**config.mk**
```make
export PLATFORM = sky130hd
export DESIGN_NAME = cdc_tx_arbiter_flat
export DESIGN_NICKNAME = d
export VERILOG_FILES = /design/src/rtl/cdc_tx_arbiter_if.sv /design/src/rtl/cdc_tx_arbiter.sv /design/src/flat_wrapper.sv
export SDC_FILE = /design/constraint.sdc
export NUM_CORES = 1
export LEC_CHECK = 0
export ABC_AREA = 1
export ABC_CLOCK_PERIOD_IN_PS = 1250
export CAP_MARGIN = 20
export CORE_AREA = 5 5 59 61
export CTS_CLUSTER_DIAMETER = 60
export DETAILED_ROUTE_END_ITERATION = 6
export DIE_AREA = 0 0 64 66
export PLACE_DENSITY = 0.77
export SYNTH_ARGS = -nofsm -noshare
export SYNTH_HDL_FRONTEND = slang
export SYNTH_SLANG_ARGS = --single-unit
```
**constraint.sdc**
```tcl
create_clock -name clk -period 1.25 [get_ports clk]
set_input_delay 0.375 -clock clk [delete_from_list [all_inputs] [get_ports clk]]
set_output_delay 0.375 -clock clk [all_outputs]
set_load 0.02 [all_outputs]
```
**src/rtl/cdc_tx_arbiter_if.sv**
```systemverilog
// Handshake bundle between local requesters, the arbiter and the CDC sender.
// master: arbiter side; slave: requesters plus sender side.
interface cdc_tx_arbiter_if #(
  parameter int NREQ      = 4,
  parameter int DATA_BITS = 8,
  parameter int OWN_BITS  = 2
);
  logic [NREQ-1:0]           req;
  logic [NREQ*DATA_BITS-1:0] req_data;
  logic [NREQ-1:0]           gnt;
  logic [NREQ-1:0]           done;
  logic                      send;
  logic [DATA_BITS-1:0]      data_in;
  logic                      busy;
  logic                      active;
  logic [OWN_BITS-1:0]       owner;

  modport master (
    input  req, req_data, busy,
    output gnt, done, send, data_in, active, owner
  );

  modport slave (
    output req, req_data, busy,
    input  gnt, done, send, data_in, active, owner
  );
endinterface

```
**src/rtl/cdc_tx_arbiter.sv**
```systemverilog
// Arbiter sharing one four-phase CDC sender among NREQ requesters.
// CDC_TX_ARB_ROUND_ROBIN_EN selects round-robin; undefined gives fixed lowest-index priority.
//
// state     | meaning
// IDLE      | waiting for a request while the channel is quiet
// ISSUE     | send and gnt pulse for the selected owner
// WAIT_RISE | waiting for the sender to report busy
// WAIT_FALL | waiting for the four-phase handshake to finish
// DONE      | done pulse for the owner
module cdc_tx_arbiter #(
  parameter int NREQ      = 4,
  parameter int DATA_BITS = 8,
  parameter int OWN_BITS  = 2
) (
  input  logic             clk,
  input  logic             rst,
  cdc_tx_arbiter_if.master bus
);

  typedef enum logic [2:0] {
    S_IDLE,
    S_ISSUE,
    S_WAIT_RISE,
    S_WAIT_FALL,
    S_DONE
  } state_t;

  state_t               state;
  state_t               state_nxt;
  logic                 load;
  logic                 win_vld;
  logic [OWN_BITS-1:0]  win_idx;
  logic [DATA_BITS-1:0] win_data;
  logic [DATA_BITS-1:0] data_q;
  logic [OWN_BITS-1:0]  owner_q;

`ifdef CDC_TX_ARB_ROUND_ROBIN_EN
  logic [OWN_BITS-1:0] last_q;
  int                  dist;
  int                  best;

  // Smallest forward distance from last_q+1 (with wrap) wins.
  always_comb begin
    win_vld  = 1'b0;
    win_idx  = '0;
    win_data = '0;
    best     = NREQ;
    dist     = 0;
    for (int i = 0; i < NREQ; i++) begin
      dist = i - int'(last_q) - 1;
      if (dist < 0) dist = dist + NREQ;
      if (bus.req[i] && (dist < best)) begin
        best     = dist;
        win_vld  = 1'b1;
        win_idx  = OWN_BITS'(i);
        win_data = bus.req_data[i*DATA_BITS +: DATA_BITS];
      end
    end
  end
`else
  always_comb begin
    win_vld  = 1'b0;
    win_idx  = '0;
    win_data = '0;
    for (int i = NREQ - 1; i >= 0; i--) begin
      if (bus.req[i]) begin
        win_vld  = 1'b1;
        win_idx  = OWN_BITS'(i);
        win_data = bus.req_data[i*DATA_BITS +: DATA_BITS];
      end
    end
  end
`endif

  // A busy channel in IDLE belongs to someone else; never start on top of it.
  always_comb begin
    state_nxt = state;
    load      = 1'b0;
    case (state)
      S_IDLE: begin
        if (!bus.busy && win_vld) begin
          load      = 1'b1;
          state_nxt = S_ISSUE;
        end
      end
      S_ISSUE:     state_nxt = S_WAIT_RISE;
      S_WAIT_RISE: if (bus.busy) state_nxt = S_WAIT_FALL;
      S_WAIT_FALL: if (!bus.busy) state_nxt = S_DONE;
      S_DONE:      state_nxt = S_IDLE;
      default:     state_nxt = S_IDLE;
    endcase
  end

  always_ff @(posedge clk or posedge rst) begin
    if (rst) begin
      state   <= S_IDLE;
      data_q  <= '0;
      owner_q <= '0;
`ifdef CDC_TX_ARB_ROUND_ROBIN_EN
      last_q  <= OWN_BITS'(NREQ - 1);
`endif
    end else begin
      state <= state_nxt;
      if (load) begin
        data_q  <= win_data;
        owner_q <= win_idx;
`ifdef CDC_TX_ARB_ROUND_ROBIN_EN
        last_q  <= win_idx;
`endif
      end
    end
  end

  // Outputs decode straight from the state register so reset clears them at once.
  assign bus.send    = (state == S_ISSUE);
  assign bus.gnt     = (state == S_ISSUE) ? (NREQ'(1) << owner_q) : '0;
  assign bus.done    = (state == S_DONE) ? (NREQ'(1) << owner_q) : '0;
  assign bus.active  = (state != S_IDLE);
  assign bus.data_in = data_q;
  assign bus.owner   = owner_q;

endmodule

```
**src/flat_wrapper.sv**
```systemverilog
// flat-port wrapper written by rule: the top's interface ports become plain ports
module cdc_tx_arbiter_flat 
#(
  parameter int NREQ      = 4,
  parameter int DATA_BITS = 8,
  parameter int OWN_BITS  = 2
)
  (clk, rst, bus_req, bus_req_data, bus_busy, bus_gnt, bus_done, bus_send, bus_data_in, bus_active, bus_owner);
  cdc_tx_arbiter_if #(.NREQ(NREQ), .DATA_BITS(DATA_BITS), .OWN_BITS(OWN_BITS)) bus_i ();
  input  logic clk;
  input  logic rst;
  input wire logic [$bits(bus_i.req)-1:0] bus_req;
  input wire logic [$bits(bus_i.req_data)-1:0] bus_req_data;
  input wire logic [$bits(bus_i.busy)-1:0] bus_busy;
  output wire logic [$bits(bus_i.gnt)-1:0] bus_gnt;
  output wire logic [$bits(bus_i.done)-1:0] bus_done;
  output wire logic [$bits(bus_i.send)-1:0] bus_send;
  output wire logic [$bits(bus_i.data_in)-1:0] bus_data_in;
  output wire logic [$bits(bus_i.active)-1:0] bus_active;
  output wire logic [$bits(bus_i.owner)-1:0] bus_owner;
  assign bus_i.req = bus_req;
  assign bus_i.req_data = bus_req_data;
  assign bus_i.busy = bus_busy;
  assign bus_gnt = bus_i.gnt;
  assign bus_done = bus_i.done;
  assign bus_send = bus_i.send;
  assign bus_data_in = bus_i.data_in;
  assign bus_active = bus_i.active;
  assign bus_owner = bus_i.owner;
  cdc_tx_arbiter #(.NREQ(NREQ), .DATA_BITS(DATA_BITS), .OWN_BITS(OWN_BITS)) u_core (.clk(clk), .rst(rst), .bus(bus_i));
endmodule
```
# After elaboration in Yosys (flattened, before gate mapping)
# Index checks and enable logic that the tools add are counted.
[word_totals] regBits=13 in_bits=39
[op_classes] n_eq_ne=7 n_shift=1 n_mux=20 reduce_logical=5
[op_table] operator="8-bit two-way mux" count=4
[op_table] operator="3-bit one-hot mux with 4 select lines" count=1
[op_table] operator="3-bit two-way mux" count=3
[op_table] operator="2-bit two-way mux" count=4
[op_table] operator="4-bit two-way mux" count=2
[op_table] operator="3-bit by 2-bit equality test with 1-bit output, second input constant" count=2
[op_table] operator="1-bit two-way mux" count=6
[op_table] operator="2-bit inequality test, second input constant" count=2
[op_table] operator="1-bit by 2-bit left shift with 4-bit output, first input constant" count=1
[op_table] operator="3-bit by 1-bit equality test with 1-bit output, second input constant" count=1
[op_table] operator="3-bit equality test, second input constant" count=1
[op_table] operator="3-bit logical NOT" count=1
[op_table] operator="3-bit AND reduction" count=1
[op_table] operator="3-bit nonzero test" count=1
[op_table] operator="2-bit by 1-bit inequality test with 1-bit output, second input constant" count=1
[op_table] operator="1-bit logical AND" count=1
[op_table] operator="1-bit logical NOT" count=1

# Logic depth before layout (Yosys ltp)
[depth] ltp_word=7 ltp_mapped=8 depth_no_buf=7

# Least setup slack after synthesis
# Ideal clock, no wire load.
[synth_path] path_kind="register -> output" from="register u_core.owner_q[0] (netlist: u_core.bus.owner[0])" to="output bus_done[1]" arrival_ns=1.170 required_ns=0.875 slack_ns=-0.295 stages_incl_launch_ff=3 n_path_buf=0 path_cell_list="dfrtp_1 > inv_1 > nor3_1"
[synth_between] elab_chain_len=2
[synth_rtl] element="from (decl)" line_no="cdc_tx_arbiter.sv:35" rtl="logic [OWN_BITS-1:0] owner_q;"
[synth_rtl] element="from (signal assigned)" line_no="cdc_tx_arbiter.sv:106" rtl="owner_q <= win_idx;"
[synth_rtl] element="1-bit by 2-bit left shift with 4-bit output" line_no="cdc_tx_arbiter.sv:117" rtl="assign bus.done = (state == S_DONE) ? (NREQ'(1) << owner_q) : '0;"
[synth_rtl] element="4-bit two-way mux" line_no="cdc_tx_arbiter.sv:117"
[synth_rtl] element="to (decl)" line_no="flat_wrapper.sv:16" rtl="output wire logic [$bits(bus_i.done)-1:0] bus_done;"
# No other way between the ends.

# Worst setup path in the final report
[layout_path] from="register u_core.state[0]" to="output bus_done[0]"
[layout_between] elab_chain_len=2
[layout_rtl] element="from (decl)" line_no="cdc_tx_arbiter.sv:28" rtl="state_t state;"
[layout_rtl] element="from (signal assigned)" line_no="cdc_tx_arbiter.sv:103" rtl="state <= state_nxt;"
[layout_rtl] element="3-bit equality test" line_no="cdc_tx_arbiter.sv:117"
[layout_rtl] element="4-bit two-way mux" line_no="cdc_tx_arbiter.sv:117"
# No other way between the ends.

==> results.sh <==
export IMPL_rows=20
export IMPL_synth_cells=154
export IMPL_synth_avg_cell_area_um2=6.84
export IMPL_drv_slew=0
export IMPL_cp_start_kind="flop"
export IMPL_ys_types=21
export IMPL_crit_path_end_kind="primary output"
export IMPL_syn_cell_area_um2=1050
export IMPL_cts_tree="yes"
export IMPL_r2r_start="u_core.state[0]$_DFFE_PP0P_"
export IMPL_tightest_slew_ns=0.241
export IMPL_hold_viol_final=0
export IMPL_grt_ovfl_total=0
export IMPL_grt_setup_unrepaired="yes"
export IMPL_hold_buffers=0
export IMPL_wire_per_inst_um=12.0
export IMPL_grt_pass1_wl_mm=5.53
export IMPL_ys_seq_area_share_pct=30.9
export IMPL_die_x_um=64
export IMPL_port_buffers=58
export IMPL_fin_hold_ws_ns=0.404
export IMPL_dieArea_um2=4220
export IMPL_syn_num_nets=193
export IMPL_fin_crit_ns=1.68
export IMPL_diodes=0
export IMPL_drive_gt1_share_pct=41.3
export IMPL_gp_congestion=0.779
export IMPL_grt_max_degree=18
export IMPL_drtPass1Iterations=4
export IMPL_fin_ws_ns=-0.428
export IMPL_drt_total_wl_mm=3.36
export IMPL_post_route_drc_count=0
export IMPL_dp_hpwl_mm=2.67
export IMPL_p_leak_nw=1.07
export IMPL_syn2layout_area_growth_pct=102
export IMPL_path_cells="inv_2 > nand3_4 > nor3_4 > buf_6"
export IMPL_max_stage_delay_ns=0.44
export IMPL_synth_seq_cells=13
export IMPL_cts_buffers=3
export IMPL_r2r_slack_ns=-0.08
export IMPL_finalSetupViolations=22
export IMPL_relSlewSlack_pct=83.8
export IMPL_clk_path_buf_depth=2
export IMPL_path_class="reg -> out"
export IMPL_power_density_nw_per_um2=1860
export IMPL_cp_arrival_ns=1.30
export IMPL_violations="negative setup slack"
export IMPL_post_route_period_util_pct=134
export IMPL_grt_use_total_pct=16.3
export IMPL_status="finished with violations"
export IMPL_min_path_type="in -> async"
export IMPL_ir_drop_mv=1.58
export IMPL_max_cap_violations=0
export IMPL_path_clk_slew_ns=0.08
export IMPL_drtIter0Drc=44
export IMPL_htreeDepth=1
export IMPL_post_synth_top_area_fraction_pct=30.9
export IMPL_grt_antenna_before_repair=0
export IMPL_clock_fmax_mhz=596
export IMPL_grt_pass1_vias=1278
export IMPL_clock_sinks=13
export IMPL_clockRootBuffer="clkbuf_4"
export IMPL_clock_latency_ns=0.27
export IMPL_reg2reg_to="u_core.bus.data_in[6]$_DFFE_PP0P_"
export IMPL_crit_required_ns=0.88
export IMPL_fin_setup_tns_ns=-4.64
export IMPL_initial_core_util_pct=36.0
export IMPL_skew_ns=0.00530
export IMPL_yosys_top_cells_area="dfrtp_1 (31%), nand2_1 (22%), nand3_2 (7.6%)"
export IMPL_fin_util_pct=72.5
export IMPL_ant_nets=0
export IMPL_vias=1283
export IMPL_fp_dieH_um=66
export IMPL_r2r_cells=8
export IMPL_fin_nets=287
export IMPL_core_area_um2=2930
export IMPL_fillerInstances=246
export IMPL_num_io_pins=59
export IMPL_viasPerCell=4.58
export IMPL_synth_area_leader_cell="dfrtp_1"
export IMPL_crit_fanout=4
export IMPL_crit_slowest_cell="dfrtp_1"
export IMPL_ys_warn_count=0
[cell families (layout without fill, tap and decap cells)]
family | after synthesis | after routing | share of synthesized area [%]
compound gates | 11 | 11 | 5.58
buf+inv | 27 | 120 | 13.1
flops | 13 | 13 | 30.9
simple gates | 103 | 103 | 50.5
[cell type report]
cell class,count,area [um^2],share of cell area (%)
clock buffer,4,26.3,1.24
timing repair buffer,95,916,43.1
inverter,21,86.3,4.07
sequential,13,328,15.4
multi-input combinational,114,726,34.2
tap,33,41.3,1.94
[critical path: cells and delay by family (launching register included)]
kind,cells,cell delay [ns]
flip-flops,1,0.44
AND/OR/NAND/NOR,2,0.34
buffers and inverters,2,0.26
[synth_stat cells (all sizes together)]
cell type,instances
nand3,22
nand4,1
a21oi,10
nand2,66
buf,6
inv,21
nor2,4
nor3,9
nor4,1
o21ai,1
dfrtp,13
[cell usage in the layout, fill, tap and decap left out]
cell type        netlist  layout
buf_4                  3      27
buf_6                  1      16
nand3_4                1       3
nand2_1               63      60
nand4_1                1       1
nand3_1               13      10
nand2_4                2       2
nor4_1                 1       1
dfrtp_1               13      11
nand3_2                8       9
o21ai_2                1       1
clkinvlp_4             0       2
dfrtp_2                0       2
nor3_1                 9       1
nor2_8                 1       1
inv_2                  7       7
nor3_4                 0       8
nor2_4                 2       3
clkbuf_1               0       1
clkbuf_4               0       3
clkdlybuf4s50_1        0      36
dlygate4sd2_1          0       2
inv_1                 14      12
nand2_2                1       4
buf_2                  1       8
a21oi_1               10      10
buf_12                 1       5
buf_8                  0       1
[worst max path at each step]
stage / depth (start not counted) / from / end
floorplan: 2 / u_core.bus.owner[0]$_DFFE_PP0P_ / bus_done[1]
global placement: 4 / u_core.state[1]$_DFFE_PP0P_ / bus_gnt[3]
detailed placement: 4 / u_core.state[1]$_DFFE_PP0P_ / bus_gnt[0]
CTS: 5 / u_core.state[1]$_DFFE_PP0P_ / bus_gnt[1]
global route: 5 / u_core.state[1]$_DFFE_PP0P_ / bus_gnt[1]
finish: 4 / u_core.state[0]$_DFFE_PP0P_ / bus_done[0]
[sequential cells by signal (all words and copies together), names as in the netlist]
name and cells:
u_core.bus.data_in 8, u_core.state 3, u_core.bus.owner 2
[stage by stage]
stage          setup WS, ns  cell area [um^2]  power (mW)  cells
3_3_place_gp         -0.568              1960        3.17    265
3_5_place_dp         -0.597              1960        3.24    265
6_report             -0.428              2120        3.96    280
2_1_floorplan        -0.213              1160        2.03    154
4_1_cts              -0.441              2080        3.84    277
5_1_grt              -0.511              2120        4.22    280
[power by group]
group          total, mW  switching, mW  leakage, nW  internal (mW)
logic               2.92           1.43        0.893           1.49
clock network      0.250          0.127       0.0150          0.123
registers          0.784          0.159        0.159          0.625
total               3.96           1.72         1.07           2.24
[timing repair]
action | CTS | global route
gates cloned | 0 | 0
setup endpoints to repair | 32 | 24
gates resized for setup | 116 | 6
pin swaps | 5 | 4
setup buffers | 9 | 4
[layer usage]
layer | wire length, um | vias to the layer above | share of wire [%] | global-route usage (%)
li1 | - | 672 | - | -
met1 | 1290 | 557 | 38 | 16.6
met2 | 1750 | 52 | 52 | 31.5
met3 | 280 | 2 | 8.3 | 3.57
met4 | 36 | 0 | 1.1 | 6.23
met5 | 0 | - | 0 | 0
Note: power is estimated with default switching activity, not from simulation.
